### src/rtl/sys_bridge_n.sv
// M-stage memory bridge: decodes DM / interrupt-generator / N timer devices, steers store strobes,
// returns load data one cycle later. Optional sticky fault capture is built when SYS_BRIDGE_ERR_EN is defined.
module sys_bridge_n #(
   parameter int          N_DEV      = 2,
   parameter logic [31:0] DEV_BASE   = 32'h0000_7F00,
   parameter logic [31:0] DEV_STRIDE = 32'h0000_0010,
   parameter logic [31:0] DM_HI      = 32'h0000_2FFF,
   parameter logic [31:0] INT_LO     = 32'h0000_7F20,
   parameter logic [31:0] INT_HI     = 32'h0000_7F23
) (
   input  logic                  clk,
   input  logic                  reset_n,
   input  logic [31:0]           cpu_addr,
   input  logic [3:0]            cpu_byteen,
   input  logic                  cpu_rd,
   input  logic [31:0]           dm_rdata,
   input  logic [32*N_DEV-1:0]   dev_rdata,
   output logic [3:0]            dm_byteen,
   output logic [3:0]            int_byteen,
   output logic [N_DEV-1:0]      dev_we,
   output logic [31:0]           rdata,
   output logic                  rdata_valid,
   input  logic                  err_clr,
   output logic                  err_valid,
   output logic [1:0]            err_code,
   output logic [31:0]           err_addr
);

   logic               dm_hit;
   logic               int_hit;
   logic               dev_hit;
   logic [N_DEV-1:0]   dev_oh;
   logic [31:0]        dev_data;
   logic [31:0]        dev_lo;
   logic               is_store;
   logic               is_load;
   logic               wr_off;
   logic [31:0]        ld_data;

   logic [31:0]        rdata_q, rdata_d;
   logic               rdata_valid_q, rdata_valid_d;

   assign is_store = |cpu_byteen;
   // A load that collides with a store is dropped; the store wins.
   assign is_load  = cpu_rd & ~is_store;
   assign dm_hit   = (cpu_addr <= DM_HI);
   assign int_hit  = ~dm_hit & (cpu_addr >= INT_LO) & (cpu_addr <= INT_HI);
   assign wr_off   = (cpu_addr[3:2] == 2'd0) | (cpu_addr[3:2] == 2'd1);

   always_comb begin
      dev_hit  = 1'b0;
      dev_oh   = '0;
      dev_data = '0;
      dev_lo   = '0;
      for (int k = 0; k < N_DEV; k++) begin
         dev_lo = DEV_BASE + DEV_STRIDE * 32'(k);
         if (!dev_hit && (cpu_addr >= dev_lo) && (cpu_addr <= dev_lo + 32'hB) &&
             (cpu_addr[3:2] != 2'd3)) begin
            dev_hit   = 1'b1;
            dev_oh[k] = 1'b1;
            dev_data  = dev_rdata[32*k +: 32];
         end
      end
      if (dm_hit || int_hit) begin
         dev_hit = 1'b0;
         dev_oh  = '0;
      end
   end

   assign dm_byteen  = (is_store && dm_hit)  ? cpu_byteen : 4'h0;
   assign int_byteen = (is_store && int_hit) ? cpu_byteen : 4'h0;
   assign dev_we     = (is_store && (cpu_byteen == 4'hF) && wr_off) ? dev_oh : '0;

   always_comb begin
      ld_data = '0;
      if (dm_hit)
         ld_data = dm_rdata;
      else if (dev_hit)
         ld_data = dev_data;
   end

   always_comb begin
      rdata_d       = rdata_q;
      rdata_valid_d = is_load;
      if (is_load)
         rdata_d = ld_data;
   end

   // Load response register: one-cycle latency, data held between loads.
   always_ff @(posedge clk or negedge reset_n) begin
      if (!reset_n) begin
         rdata_q       <= '0;
         rdata_valid_q <= 1'b0;
      end else begin
         rdata_q       <= rdata_d;
         rdata_valid_q <= rdata_valid_d;
      end
   end

   assign rdata       = rdata_q;
   assign rdata_valid = rdata_valid_q;

`ifdef SYS_BRIDGE_ERR_EN
   logic        mapped;
   logic        fault;
   logic [1:0]  fault_code;
   logic        err_valid_q, err_valid_d;
   logic [1:0]  err_code_q, err_code_d;
   logic [31:0] err_addr_q, err_addr_d;

   assign mapped = dm_hit | int_hit | dev_hit;

   always_comb begin
      fault      = 1'b0;
      fault_code = 2'b00;
      if (!mapped && (is_store || is_load)) begin
         fault      = 1'b1;
         fault_code = 2'b01;
      end else if (is_store && dev_hit && (cpu_byteen != 4'hF)) begin
         fault      = 1'b1;
         fault_code = 2'b10;
      end else if (is_store && dev_hit && !wr_off) begin
         fault      = 1'b1;
         fault_code = 2'b11;
      end
   end

   // First fault wins; a clear in the same cycle as a new fault re-arms and captures it.
   always_comb begin
      err_valid_d = err_valid_q;
      err_code_d  = err_code_q;
      err_addr_d  = err_addr_q;
      if (fault && (!err_valid_q || err_clr)) begin
         err_valid_d = 1'b1;
         err_code_d  = fault_code;
         err_addr_d  = cpu_addr;
      end else if (err_clr) begin
         err_valid_d = 1'b0;
      end
   end

   always_ff @(posedge clk or negedge reset_n) begin
      if (!reset_n) begin
         err_valid_q <= 1'b0;
         err_code_q  <= 2'b00;
         err_addr_q  <= '0;
      end else begin
         err_valid_q <= err_valid_d;
         err_code_q  <= err_code_d;
         err_addr_q  <= err_addr_d;
      end
   end

   assign err_valid = err_valid_q;
   assign err_code  = err_code_q;
   assign err_addr  = err_addr_q;
`else
   logic unused_err_clr;
   assign unused_err_clr = err_clr;
   assign err_valid      = 1'b0;
   assign err_code       = 2'b00;
   assign err_addr       = '0;
`endif

endmodule

### config.mk
export PLATFORM = sky130hd
export DESIGN_NAME = sys_bridge_n
export DESIGN_NICKNAME = d
export VERILOG_FILES = /design/src/rtl/sys_bridge_n.sv
export SDC_FILE = /design/constraint.sdc
export NUM_CORES = 1
export LEC_CHECK = 0
export CORE_ASPECT_RATIO = 0.9
export CORE_UTILIZATION = 34
export CTS_BUF_LIST = sky130_fd_sc_hd__clkbuf_8
export CTS_CLUSTER_SIZE = 16
export DETAILED_ROUTE_END_ITERATION = 10
export PLACE_DENSITY = 0.95
export SLEW_MARGIN = 5
export SYNTH_ARGS = -nofsm -noshare
export SYNTH_HDL_FRONTEND = slang
export SYNTH_SLANG_ARGS = --single-unit
### constraint.sdc
create_clock -name clk -period 4 [get_ports clk]
set_input_delay 1 -clock clk [delete_from_list [all_inputs] [get_ports clk]]
set_output_delay 1 -clock clk [all_outputs]
set_load 0.02 [all_outputs]
# [Word level (Yosys, flattened, before mapping)]
# Index checks and enable logic that the tools add are counted.
[word_totals] reg_bits=33 out_inout_bits=78 elab_cells=43
[classes] n_bitwise=6 eq_ne=3 order_cmp=7 mux=12 reduce_logical=13
[op_table] cell="two-way mux 32 bit" n=4
[op_table] cell=">= comparator 32 x 15 -> 1 bit, second input constant" n=3
[op_table] cell="less-or-equal comparator 32 x 15 -> 1 bit, second input constant" n=3
[op_table] cell="less-or-equal comparator 32 x 14 -> 1 bit, second input constant" n=1
[op_table] cell="logical AND 1 bit" n=9
[op_table] cell="two-way mux 4 bit" n=2
[op_table] cell="equality test 4 bit, second input constant" n=1
[op_table] cell="two-way mux 1 bit" n=4
[op_table] cell="two-way mux 2 bit" n=2
[op_table] cell="OR reduction 4 bit" n=1
[op_table] cell="bitwise AND 1 bit" n=3
[op_table] cell="equality test 2 x 1 -> 1 bit, second input constant" n=1
[op_table] cell="zero test 2 bit" n=1
[op_table] cell="inequality test 2 bit, second input constant" n=1
[op_table] cell="NOT 1 bit" n=2
[op_table] cell="zero test 1 bit" n=1
[op_table] cell="logical OR 1 bit" n=1
[op_table] cell="bitwise OR 1 bit" n=1

# [Longest topological paths before layout]
# Gate-level depths: netlist (run 1).
[depth] depth_word=12 depth_mapped=6 ltp_nobuf=4

# [Worst setup path after synthesis (run 1)]
# No wires, ideal clock.
[synth_path] path_type="in2out" startpoint="input cpu_addr[28]" endpoint="output dev_we[0]" required_ps=3000 stages=4 slack_ps=811 path_buffers=0 arrival_ps=2189 path_cell_list="nor4_2 > and4_1 > nand4_1 > nor3_1"
[synth_between] elab_chain_len=7 word_cells_on_any_way=14 classes_between="order compare (5); mux (3); bitwise (3); reduce/logical (3)"
[synth_lines] item="from (decl)" line_no="13" text="input logic [31:0] cpu_addr,"
[synth_lines] item="less-or-equal comparator 32 x 14 -> 1 bit" line_no="46" text="assign dm_hit = (cpu_addr <= DM_HI);"
[synth_lines] item="NOT 1 bit" line_no="47" text="assign int_hit = ~dm_hit & (cpu_addr >= INT_LO) & (cpu_addr <= INT_HI);"
[synth_lines] item="bitwise AND 1 bit (2 in series)" line_no="47"
[synth_lines] item="logical OR 1 bit" line_no="64" text="if (dm_hit || int_hit) begin"
[synth_lines] item="two-way mux 2 bit *" line_no="64"
[synth_lines] item="two-way mux 2 bit *" line_no="72" text="assign dev_we = (is_store && (cpu_byteen == 4'hF) && wr_off) ? dev_oh : '0;"
[synth_lines] item="to (decl)" line_no="20" text="output logic [N_DEV-1:0] dev_we,"
# Mark *: on every way between the ends. The rest lies on a longest branch, timed or not.

# [Worst setup path after layout (run 1)]
[layout_path] startpoint="input cpu_addr[30]" endpoint="output dm_byteen[2]"
[layout_between] elab_chain_len=3
[layout_lines] item="less-or-equal comparator 32 x 14 -> 1 bit" line_no="46"
[layout_lines] item="logical AND 1 bit" line_no="70" text="assign dm_byteen = (is_store && dm_hit) ? cpu_byteen : 4'h0;"
[layout_lines] item="two-way mux 4 bit" line_no="70"
[layout_lines] item="to (decl)" line_no="18" text="output logic [3:0] dm_byteen,"
# No other way between the ends.

==> results.cfg, run 1 <==
[status]
status = finished, final reports clean

[timing]
hold_ws_ns = 0.498
rsz0062_at_grt = no
fin_crit_ns = 3.94
period_share_pct = 98.6
max_slew.worst_pin.slew_ns = 0.509
max_freq_mhz = 254
finalHoldViolCount = 0
setup_violations = 0
skew_ns = 0
relSlewSlack_pct = 66.0
slew_violations = 0
fin_ws_ns = 0.0553

[global_routing]
grt-ovfl-total = 0
gr-usage-met1_pct = 21.6
busiest_layer = met2
grt_max_degree = 34
antenna_found_initial = 0
use_met2_pct = 40.6
grt_usage_pct = 20.5
grt_pass1_vias = 2444
met3_usage_pct = 4.76
grt_pass1_wl_um = 11100

[logic_synthesis]
synth_area_um2 = 2300
synth_seq_cells = 33
synth_cell_type_count = 31
yosys_warnings = 0
synth_cells = 232
yosysSeqAreaShare_pct = 35.9
syn_avg_cell_area_um2 = 9.91

[floorplanning]
die_y_um = 80.0
initial_core_util_pct = 35.1
rows = 28
core-area_um2 = 6550
fp.dieArea_um2 = 7100
fp.dieW_um = 88.7
top_level_ports = 214

[placement]
port_buffers = 177
pre_cts_slack_ns = -0.0901
place_hpwl_um = 6030
dpl_cell_area_um2 = 3980
dpl.cell_count = 487
gp_congestion = 0.803

[worst_setup_path]
worstPathRequired_ns = 3.00
cp.arrival_ns = 2.94
critPathKind = in2out
startpoint = cpu_addr[30]
startpoint_type = input pin
path_max_fanout = 4
crit_path_end_kind = primary output
r2r_start = rdata[15]$_DFFE_PN0P_

[clock_network]
path_clk_slew_ns = 0.07
cts_tree = yes
cts_root_buf = clkbuf_8
cts_buffer_depth = 2
htreeDepth = 2
worstSkewPairLatency_ns = 0.27
cts_buffers = 5
cts_hold_buf = 0
clock-sinks = 33

[finish]
regArea_um2 = 826
nets = 540
syn_to_final_growth_pct = 77.0
nFillCells = 536
final_util_pct = 62.1
drive_gt1_share_pct = 4.94
layoutNonFillerInstCount = 495
fin_area_um2 = 4070
n_antenna_cell = 0
multi_input_area_um2 = 1200

[drt]
drtIter0Drc = 69
drc = 0
ant_nets = 0
finalWirelength_um = 7540
dr.pass1.iters = 4
wl_per_cell_um = 15.2
vias = 2477
viasPerCell = 5.00

[power]
powerDensity_nw_per_um2 = 197
ir_drop_mv = 0.111
p_leak_uw = 0.00180

[worst_hold_path]
hold_path.class = reg2reg
hp-start = rdata[2]$_DFFE_PN0P_

[run]
cap_violations = 0
[area by class of cell]
class                           instances  share of cell area, %
Clock inverter                          3                  0.430
Timing Repair Buffer                  184                   44.7
Inverter                                6                  0.553
Sequential cell                        33                   20.3
Clock buffer                            5                   1.69
Tap cell                               90                   2.77
Multi-Input combinational cell        174                   29.6
[metrics by stage]
step | total power [uW] | setup TNS (ns)
finish | 804 | 0
global route | 847 | 0
CTS | 817 | 0
detailed placement | 564 | -0.510
global placement | 559 | -0.199
floorplan | 435 | 0
[synth_stat cells, drive strengths merged]
cell type,count,area [um2]
a21oi,1,5.00
nor2,2,7.51
nand4bb,1,27.5
nand4,1,6.26
o21ai,32,160
dfrtp,33,826
nor3b,1,7.51
clkbuf,5,18.8
and2,4,25.0
conb,1,3.75
o31ai,1,7.51
nor4bb,1,10.0
a32oi,32,280
inv,6,22.5
nand4b,1,8.76
nor3,8,40.0
and3,3,18.8
nand2,4,15.0
and4,3,26.3
nand3,2,10.0
nor4,7,65.1
or4,1,7.51
mux2i,32,320
buf,48,362
a221oi,1,8.76
and4b,1,10.0
[placed cells by master, fill, tap and decap left out, types with 2 or more instances in the layout]
cell type and n:
a32oi_1 32, and2_1 4, and3_1 3, and4_1 3
buf_4 7, clkbuf_8 5, clkdlybuf4s50_1 167, clkinv_2 2
conb_1 35, dfrtp_1 33, dlygate4sd2_1 6, dlymetal6s2s_1 3
inv_1 6, mux2i_1 32, nand2_1 4, nand3_1 2
nor2_1 2, nor3_1 8, nor4_1 4, nor4_2 2
o21ai_0 2, o21ai_1 30
[layer usage]
| metal | up-vias | share of wire [%] |
|---|---|---|
| met5 | - | 0 |
| met4 | 0 | 0.62 |
| met1 | 1169 | 35 |
| met2 | 134 | 56 |
| met3 | 4 | 8.4 |
| li1 | 1170 | - |
[critical path: stages]
cell and delay [ns]:
clkdlybuf4s50_1 0.44, nor4_2 0.31, and4_1 0.26, and3_1 0.21, and2_1 0.13, clkdlybuf4s50_1 0.60
[power breakdown]
part           switching (uW)  internal [uW]
Combinational            86.8            137
Clock                     126            120
Sequential             0.0425            334
[cell families after synthesis]
family                 synth area share [%]
AND/OR/NAND/NOR                        12.4
flip-flops                             35.9
multiplexers                           13.9
other                                 0.163
AO/OA/AOI/OAI                          20.1
buffers and inverters                  17.5
[what timing repair did]
action | 4_1_cts | 5_1_grt
gates resized for setup | 7 | 3
endpoints found under the setup margin | 10 | 3
setup buffers | 0 | 0
pin swaps | 0 | 0
[worst paths after layout]
path / end / slack [ns] / cells after the start
worst max register to register: rdata[15]$_DFFE_PN0P_ / 3.22 / 2
min in group asynchronous: rdata[26]$_DFFE_PN0P_ / 1.12 / 2
worst min-delay path: rdata[2]$_DFFE_PN0P_ / 0.50 / 2
worst max-delay path: dm_byteen[2] / 0.06 / 6
worst min register to register: rdata[2]$_DFFE_PN0P_ / 0.50 / 2
max in group asynchronous: rdata[14]$_DFFE_PN0P_ / 2.58 / 2
[sequential cells by signal, indices dropped and copies added (netlist names)]
name / cells
rdata: 32
rdata_valid: 1
No activity file was read; power rests on OpenSTA's default activity.
==> run 2: changes to the inputs <==
--- a/config.mk
+++ b/config.mk
@@ -5,8 +5,10 @@
 export SDC_FILE = /design/constraint.sdc
 export NUM_CORES = 1
 export LEC_CHECK = 0
+export CELL_PAD_IN_SITES_DETAIL_PLACEMENT = 1
+export CELL_PAD_IN_SITES_GLOBAL_PLACEMENT = 2
 export CORE_ASPECT_RATIO = 0.9
-export CORE_UTILIZATION = 34
+export CORE_UTILIZATION = 17
 export CTS_BUF_LIST = sky130_fd_sc_hd__clkbuf_8
 export CTS_CLUSTER_SIZE = 16
 export DETAILED_ROUTE_END_ITERATION = 10
==> run 2 against run 1 <==
Compared with the run above:
- wire length grew 26%
- total power grew 11%
- maximum frequency increased by 2.6%
- clock-buffer cell count up 1
- core utilization decreased by 30 points
- sequential share of layout area is 0.66 points lower
- die area grew 97%
- first-iteration DRC count grew 4.3%
- global-route usage decreased by 7.0 points
- sequential power is essentially flat
- critical path type unchanged
- highest routed layer unchanged
==> results.cfg, run 2 (synthesized netlist as in run 1, its figures left out) <==
[finish]
n_antenna_cell = 0
final_common_cell = clkdlybuf4s50_1
syn_to_final_growth_pct = 83.0
final_util_pct = 32.5
largest_register_ffs = 32
drive_gt1_share_pct = 5.39
nets = 543
fin_area_um2 = 4210
layout_common_cells = 165 x clkdlybuf4s50_1, 35 x conb_1, 33 x dfrtp_1

[drt]
drtIter0Drc = 72
ant_nets = 0
drc = 0
vias = 2553
finalWirelength_um = 9510
wl_per_cell_um = 16.6
viasPerCell = 4.46
dr.pass1.iters = 4

[clock_network]
worstSkewPairLatency_ns = 0.28
htreeDepth = 2
clock-sinks = 33
cts_tree = yes
cts_buffer_depth = 2
cts_buffers = 5
cts_setup_buffers = 0
path_clk_slew_ns = 0.07
cts_root_buf = clkbuf_8

[power]
ir_drop_mv = 0.174
netSwitchingPower_uw = 220
p_clk_share_pct = 37.1
p_leak_uw = 0.00185
powerDensity_nw_per_um2 = 212
intPower_uw = 671
p_seq_share_pct = 37.5
p_total_uw = 891
pwr-share-comb_pct = 25.5
swShare_pct = 24.7

[worst_hold_path]
hp-start = rdata[22]$_DFFE_PN0P_
hold_path.class = reg2reg
min_path_cells = 2

[timing]
slew_violations = 0
max_freq_mhz = 260
fin_ws_ns = 0.154
skew_ns = 0
relSlewSlack_pct = 45.5
fin_crit_ns = 3.85
final.setup.tns_ns = 0
setup_violations = 0
max_slew.worst_pin.slew_ns = 0.817
finalHoldViolCount = 0
rsz0062_at_grt = no
period_share_pct = 96.2

[worst_setup_path]
crit_path_end_kind = primary output
critPathKind = in2out
cp.arrival_ns = 2.85
crit_end = int_byteen[3]
r2r_slack_ns = 3.19
r2r_start = rdata[12]$_DFFE_PN0P_
reg2reg_to = rdata[12]$_DFFE_PN0P_
startpoint = cpu_addr[28]
worstPathRequired_ns = 3.00
startpoint_type = input pin
reg2reg_depth = 2
path_max_fanout = 6

[global_routing]
grt_usage_pct = 13.5
grt-ovfl-total = 0
antenna_found_initial = 0
grt_pass1_wl_um = 14800
grt_max_degree = 34
grt_pass1_vias = 2819

[placement]
pre_cts_slack_ns = -0.125
gp_congestion = 0.725
place_hpwl_um = 7460
dpl_cell_area_um2 = 4090
port_buffers = 177

[floorplanning]
die_y_um = 112
fp.dieW_um = 125
fp.dieArea_um2 = 14000
core-area_um2 = 12900
rows = 39
initial_core_util_pct = 17.8
top_level_ports = 214

[run]
cap_violations = 0

[status]
status = finished, final reports clean
==> run 2: cell types whose count changed in the layout (fill, tap and decap cells not counted), sizes merged <==
cell           before  now
inv                 6    7
clkinvlp            1    0
bufinv              0    1
buf                 8   12
clkdlybuf4s50     167  165
clkinv              2    0
dlymetal6s2s        3    4
clkbuf              5    6
==> run 2: critical path, cell delays in order <==
cell and delay, ns:
clkdlybuf4s50_1 0.41, nor4_2 0.29, and4_1 0.23, nand4_1 0.12, buf_4 0.19, nor3_1 0.24
dlygate4sd2_1 0.37
==> run 2: worst min path at each step <==
| stage | endpoint | slack [ns] |
|---|---|---|
| global placement | rdata[16]$_DFFE_PN0P_ | 0.47 |
| detailed placement | rdata[1]$_DFFE_PN0P_ | 0.49 |
| CTS | rdata[1]$_DFFE_PN0P_ | 0.51 |
| floorplan | rdata[15]$_DFFE_PN0P_ | 0.60 |
| finish | rdata[22]$_DFFE_PN0P_ | 0.50 |
| global route | rdata[11]$_DFFE_PN0P_ | 0.53 |
==> run 2: layout make-up <==
class                           instances  area (um2)
Clock inverter                          2        33.8
Clock buffer                            6        82.6
Inverter                                6        22.5
Tap cell                              164         205
Sequential cell                        33         826
Fill cell                            1505        8720
Timing Repair Buffer                  187        1840
Multi-Input combinational cell        174        1200
==> run 2: layer usage <==
metal | global-route usage [%] | share of wire, % | up-vias
li1 | - | - | 1168
met1 | 14.6 | 40 | 1238
met2 | 25.8 | 52 | 141
met3 | 3.96 | 7.7 | 6
met4 | 2.97 | 0.76 | 0
met5 | 0 | 0 | -
==> run 2: power groups by stage <==
| stage | registers (uW) | logic (uW) | clock network, uW |
|---|---|---|---|
| 2_1_floorplan | 340 | 94.4 | 0 |
| 3_3_place_gp | 340 | 223 | 0 |
| 3_5_place_dp | 340 | 228 | 0 |
| 4_1_cts | 333 | 229 | 353 |
| 5_1_grt | 333 | 243 | 360 |
| 6_report | 334 | 227 | 330 |
==> run 2: through the flow <==
stage               hold WS (ns)  instances
global route               0.526        572
floorplan                  0.601        266
CTS                        0.509        572
detailed placement         0.489        564
global placement           0.474        564
finish                     0.500        572
==> run 2: timing repair <==
action / in CTS / in global routing
gates resized for setup: 6 / 4
endpoints found under the hold margin: 0 / 0
hold buffers: 0 / 0
endpoints found under the setup margin: 6 / 4
